**src/rtl/serial_comparator_pkg.sv**
```systemverilog
// Shared encodings for the serial magnitude comparator.
package serial_comparator_pkg;

    typedef enum logic [1:0] {
        IDLE    = 2'd0,
        COMPARE = 2'd1,
        DONE    = 2'd2
    } state_e;

    // Result word is {GT, EQ, LT}, one-hot when valid.
    localparam logic [2:0] RES_NONE = 3'b000;
    localparam logic [2:0] RES_GT   = 3'b100;
    localparam logic [2:0] RES_EQ   = 3'b010;
    localparam logic [2:0] RES_LT   = 3'b001;

endpackage

```
**src/rtl/serial_comparator_if.sv**
```systemverilog
// Serial operand / result bundle between a bit source and the comparator.
interface serial_comparator_if;

    logic start;
    logic bit_valid;
    logic a_bit;
    logic b_bit;
    logic busy;
    logic done;
    logic aGTb;
    logic aEQb;
    logic aLTb;

    modport master (
        output start, bit_valid, a_bit, b_bit,
        input  busy, done, aGTb, aEQb, aLTb
    );

    modport slave (
        input  start, bit_valid, a_bit, b_bit,
        output busy, done, aGTb, aEQb, aLTb
    );

endinterface

```
**src/rtl/serial_comparator_bit1.sv**
```systemverilog
// Single-bit magnitude comparator used on each serial operand bit.
module bit1_comparator (
    input  logic a_i,
    input  logic b_i,
    output logic gt_o,
    output logic eq_o,
    output logic lt_o
);

    assign gt_o = a_i & ~b_i;
    assign eq_o = ~(a_i ^ b_i);
    assign lt_o = ~a_i & b_i;

endmodule

```
**src/rtl/serial_comparator.sv**
```systemverilog
// Serial MSB-first magnitude comparator: consumes WIDTH valid bit pairs,
// latches the first differing position, and reports GT/EQ/LT with a done pulse.
//
// state   | meaning
// --------+-----------------------------------------------------------
// IDLE    | waiting for start; result flags hold the last outcome
// COMPARE | consuming operand bits; start is ignored, busy=1
// DONE    | one-cycle result strobe; start here chains a new compare
module serial_comparator
    import serial_comparator_pkg::*;
#(
    parameter int WIDTH = 8
) (
    input  logic                clk,
    input  logic                rst_n,
    serial_comparator_if.slave  bus
);

    localparam int               CNT_W    = $clog2(WIDTH + 1);
    localparam logic [CNT_W-1:0] LAST_BIT = CNT_W'(WIDTH - 1);

    state_e           state_q, state_d;
    logic [CNT_W-1:0] cnt_q, cnt_d;
    logic             decided_q, decided_d;
    logic [2:0]       res_q, res_d;
    logic [2:0]       flags_q, flags_d;
    logic             bit_gt, bit_eq, bit_lt;

    bit1_comparator u_bit_cmp (
        .a_i  (bus.a_bit),
        .b_i  (bus.b_bit),
        .gt_o (bit_gt),
        .eq_o (bit_eq),
        .lt_o (bit_lt)
    );

    // Next-state: the terminal count on a valid bit is the only way out of COMPARE.
    always_comb begin
        state_d = state_q;
        case (state_q)
            IDLE:    if (bus.start) state_d = COMPARE;
            COMPARE: if (bus.bit_valid && (cnt_q == LAST_BIT)) state_d = DONE;
            DONE:    state_d = bus.start ? COMPARE : IDLE;
            default: state_d = IDLE;
        endcase
    end

    // Counting, first-difference latching and result publication.
    always_comb begin
        cnt_d     = cnt_q;
        decided_d = decided_q;
        res_d     = res_q;
        flags_d   = flags_q;
        if ((state_q != COMPARE) && (state_d == COMPARE)) begin
            // Any bit presented alongside an accepted start is not counted.
            cnt_d     = '0;
            decided_d = 1'b0;
            res_d     = RES_NONE;
            flags_d   = RES_NONE;
        end else if ((state_q == COMPARE) && bus.bit_valid) begin
            cnt_d = cnt_q + CNT_W'(1);
            if (!decided_q && !bit_eq) begin
                decided_d = 1'b1;
                res_d     = {bit_gt, 1'b0, bit_lt};
            end
            // The last bit may itself be the deciding one, so use the _d view.
            if (state_d == DONE) begin
                flags_d = decided_d ? res_d : RES_EQ;
            end
        end
    end

    // State and datapath registers.
    always_ff @(posedge clk or negedge rst_n) begin
        if (!rst_n) begin
            state_q   <= IDLE;
            cnt_q     <= '0;
            decided_q <= 1'b0;
            res_q     <= RES_NONE;
            flags_q   <= RES_NONE;
        end else begin
            state_q   <= state_d;
            cnt_q     <= cnt_d;
            decided_q <= decided_d;
            res_q     <= res_d;
            flags_q   <= flags_d;
        end
    end

    assign bus.busy = (state_q == COMPARE);
    assign bus.done = (state_q == DONE);
    assign {bus.aGTb, bus.aEQb, bus.aLTb} = flags_q;

endmodule
```
**src/flat_wrapper.sv**
```systemverilog
// flat-port wrapper written by rule: the top's interface ports become plain ports
module serial_comparator_flat import serial_comparator_pkg::*;
#(
    parameter int WIDTH = 8
)
  (clk, rst_n, bus_start, bus_bit_valid, bus_a_bit, bus_b_bit, bus_busy, bus_done, bus_aGTb, bus_aEQb, bus_aLTb);
  serial_comparator_if bus_i ();
  input  logic clk;
  input  logic rst_n;
  input wire logic [$bits(bus_i.start)-1:0] bus_start;
  input wire logic [$bits(bus_i.bit_valid)-1:0] bus_bit_valid;
  input wire logic [$bits(bus_i.a_bit)-1:0] bus_a_bit;
  input wire logic [$bits(bus_i.b_bit)-1:0] bus_b_bit;
  output wire logic [$bits(bus_i.busy)-1:0] bus_busy;
  output wire logic [$bits(bus_i.done)-1:0] bus_done;
  output wire logic [$bits(bus_i.aGTb)-1:0] bus_aGTb;
  output wire logic [$bits(bus_i.aEQb)-1:0] bus_aEQb;
  output wire logic [$bits(bus_i.aLTb)-1:0] bus_aLTb;
  assign bus_i.start = bus_start;
  assign bus_i.bit_valid = bus_bit_valid;
  assign bus_i.a_bit = bus_a_bit;
  assign bus_i.b_bit = bus_b_bit;
  assign bus_busy = bus_i.busy;
  assign bus_done = bus_i.done;
  assign bus_aGTb = bus_i.aGTb;
  assign bus_aEQb = bus_i.aEQb;
  assign bus_aLTb = bus_i.aLTb;
  serial_comparator #(.WIDTH(WIDTH)) u_core (.clk(clk), .rst_n(rst_n), .bus(bus_i));
endmodule
```
**config.mk**
```make
export PLATFORM = sky130hd
export DESIGN_NAME = serial_comparator_flat
export DESIGN_NICKNAME = d
export VERILOG_FILES = /design/src/rtl/serial_comparator_pkg.sv /design/src/rtl/serial_comparator_if.sv /design/src/rtl/serial_comparator_bit1.sv /design/src/rtl/serial_comparator.sv /design/src/flat_wrapper.sv
export SDC_FILE = /design/constraint.sdc
export NUM_CORES = 1
export LEC_CHECK = 0
export CAP_MARGIN = 20
export CORE_UTILIZATION = 45
export CTS_CLUSTER_SIZE = 30
export DETAILED_ROUTE_END_ITERATION = 12
export GPL_ROUTABILITY_DRIVEN = 0
export PLACE_DENSITY = 0.81
export SKIP_LAST_GASP = 1
export SLEW_MARGIN = 10
export SYNTH_ARGS = -nofsm -noshare
export SYNTH_HDL_FRONTEND = slang
export SYNTH_SLANG_ARGS = --single-unit
```
**constraint.sdc**
```tcl
create_clock -name clk -period 1.25 [get_ports clk]
set_input_delay 0.125 -clock clk [delete_from_list [all_inputs] [get_ports clk]]
set_output_delay 0.125 -clock clk [all_outputs]
set_load 0.1 [all_outputs]
```
==> flow_summary.json <==
{
  "netlist.area_leader.share_pct": 48.5,
  "fp.dieH_um": 40.6,
  "place_area_um2": 878,
  "setup_viol": 4,
  "syn_nets": 70,
  "cts_tree": "yes",
  "initial_core_util_pct": 49.7,
  "place_ws_ns": -0.363,
  "vias": 521,
  "cap_viol_max_count": 0,
  "synthXorXnorAreaFrac_pct": 0,
  "worstMarginPinSlew_ns": 0.278,
  "design.core.area_um2": 1350,
  "synthTopCellsByArea": "dfrtp_1 (49%), mux2i_1 (7.5%), a211oi_2 (5.6%)",
  "clk_pin_slew_ns": 0.09,
  "drtIter0Drc": 7,
  "ys_warn_count": 0,
  "final_cell_mix": "dfrtp_1 (12), buf_4 (9), nand2_1 (7)",
  "avgRoutedWirePerCell_um": 13.9,
  "dieArea_um2": 1650,
  "worstSetupPathType": "register to register",
  "layout.nets": 93,
  "antenna_found_initial": 0,
  "r2r_start": "u_core.cnt_q[0]",
  "h-tree-depth": 1,
  "cpMaxStageDelayCell": "dfrtp_1",
  "slew_headroom_pct": 81.4,
  "multi_input_area_um2": 343,
  "stdcell_area_um2": 965,
  "synth_compound_area_share_pct": 14.4,
  "insertedDiodeCount": 0,
  "min_period_ns": 1.27,
  "fp.dieW_um": 40.6,
  "leakage_nw": 0.467,
  "cp_max_fo": 5,
  "final.setup.tns_ns": -0.0727,
  "area.sequential_um2": 327,
  "track_usage_pct": 23.0,
  "dp.cells": 91,
  "regToRegSetupSlack_ns": -0.02,
  "cts_buffer_depth": 2,
  "min_path_type": "primary input to async pin",
  "grt_pass1_vias": 506,
  "numCtsBuffers": 3,
  "grt_pass1_wl_um": 2320,
  "rows": 13,
  "hpwlAfterDp_um": 955,
  "ys_ff_latch": 13,
  "powerDensity_nw_per_um2": 2300,
  "hold_viol": 0,
  "yosysTopAreaCell": "dfrtp_1",
  "max_freq_mhz": 785,
  "detail-route-antenna-nets": 0,
  "synth_area_um2": 671,
  "layout_setup_ws_ns": -0.0232,
  "path_cells": "ha_2, and4b_4, and2_4, a211oi_2",
  "synth_cell_types": 23,
  "fin_cells": 98,
  "violations": "setup timing",
  "final_util_pct": 71.5,
  "timing.final.crit_share_pct": 102,
  "status": "finished with violations",
  "io_buffers": 10,
  "synth_top_family_by_area": "simple AND/OR/NAND/NOR gates",
  "final_common_cell": "dfrtp_1",
  "r2r_end": "u_core.flags_q[1]",
  "io_pins": 11,
  "post-route-drc-count": 0,
  "cp-start-kind": "register",
  "cp-end-kind": "register",
  "cp_slowest_stage_delay_ns": 0.39,
  "area_delta_synth_final_pct": 43.8,
  "grt_max_degree": 14,
  "drive_gt1_share_pct": 38.6,
  "cts_hold_buf": 0,
  "synth_mux_area_share_pct": 7.46,
  "ir_worst_vdd_mv": 1.88,
  "synthAdderAreaFrac_pct": 5.60,
  "seq_area_frac_synth_pct": 48.5,
  "drt-total-wl_um": 1370,
  "worstPathArrival_ns": 1.46,
  "cts.sinks": 13,
  "firstDrtPassIters": 4,
  "r2r_cells": 4,
  "via_per_inst": 5.32,
  "overflow": 0,
  "fillers": 104,
  "clock-skew-final_ns": 0.0131,
  "grt_setup_unrepaired": "true",
  "avgSynthCellArea_um2": 11.0,
  "clock_latency_ns": 0.28,
  "cts-root-buf": "clkbuf_4",
  "final-max-slew-violation-count": 0,
  "required_ns": 1.44,
  "synthSimpleGateAreaFrac_pct": 19.0,
  "synthCells": 61
}
[layer usage]
layer  part of all wire, %  vias to the layer above  wire length (µm)  global-route usage (%)
li1                      -                      263                 -                       -
met1                    46                      246               634                    27.8
met2                    49                       10               670                    35.7
met3                   4.0                        2                54                    8.33
met4                  0.59                        0                 8                    11.7
met5                     0                        -                 0                       0
[cell usage after synthesis (all sizes together)]
master,count
nand3,4
nor2,2
o21ai,3
nand2,7
nand2b,2
a22oi,1
nand4,1
a211oi,3
a21oi,4
dfrtp,13
inv,4
o21a,1
mux2i,5
and3b,1
ha,3
nand3b,1
and2b,1
clkbuf,2
o311ai,1
and4b,1
and2,1
[registers in the layout (all words and copies together) (netlist names)]
register	count
u_core.cnt_q	4
u_core.decided_q	1
u_core.flags_q	3
u_core.res_q	3
u_core.state_q	2
[through the flow]
stage / hold slack (ns) / power, mW
2_1_floorplan: -0.171 / 1.43
3_3_place_gp: 0.446 / 1.82
3_5_place_dp: 0.448 / 1.84
4_1_cts: 0.141 / 2.19
5_1_grt: 0.164 / 2.35
6_report: 0.143 / 2.22
[worst max-delay path, delay by kind of cell, from the launching register on]
family | cells | cell delay, ns
AOI/OAI and AO/OA | 1 | 0.18
adders and majority gates | 1 | 0.19
DFF | 1 | 0.39
and+or+nand+nor | 2 | 0.41
[worst max path at each step]
| stage | cells past startpoint | to | slack [ns] | start |
|---|---|---|---|---|
| global placement | 6 | u_core.flags_q[2] | -0.32 | bus_b_bit |
| finish | 4 | u_core.flags_q[1] | -0.02 | u_core.cnt_q[0] |
| floorplan | 4 | u_core.flags_q[0] | -0.30 | u_core.state_q[0] |
| detailed placement | 6 | u_core.flags_q[2] | -0.36 | bus_b_bit |
| global route | 4 | u_core.flags_q[2] | -0.07 | u_core.cnt_q[0] |
| CTS | 2 | bus_done | -0.02 | u_core.state_q[0] |
[cell type report]
class / instances / share of cell area [%]
tap: 15 / 1.95
inverter: 4 / 1.95
timing repair buffer: 20 / 24.0
clock buffer: 4 / 2.72
sequential: 13 / 33.9
multi-input combinational: 42 / 35.5
[logic make-up after synthesis]
group                    Yosys count
AND/OR/NAND/NOR                   21
AO/OA/AOI/OAI                     13
flip-flops                        13
buffers and inverters              6
multiplexers                       5
adder cells (fa/ha/maj)            3
[what timing repair did]
item | CTS | global route
setup endpoints to repair | 5 | 12
setup buffers | 2 | 1
resized for setup | 3 | 4
[power breakdown]
part | total [mW] | internal, mW | switching (mW) | leakage (nW)
combinational | 1.24 | 0.552 | 0.687 | 0.285
clock | 0.264 | 0.124 | 0.140 | 0.0150
sequential | 0.712 | 0.566 | 0.147 | 0.167
Power figures use the tool's default switching activity.
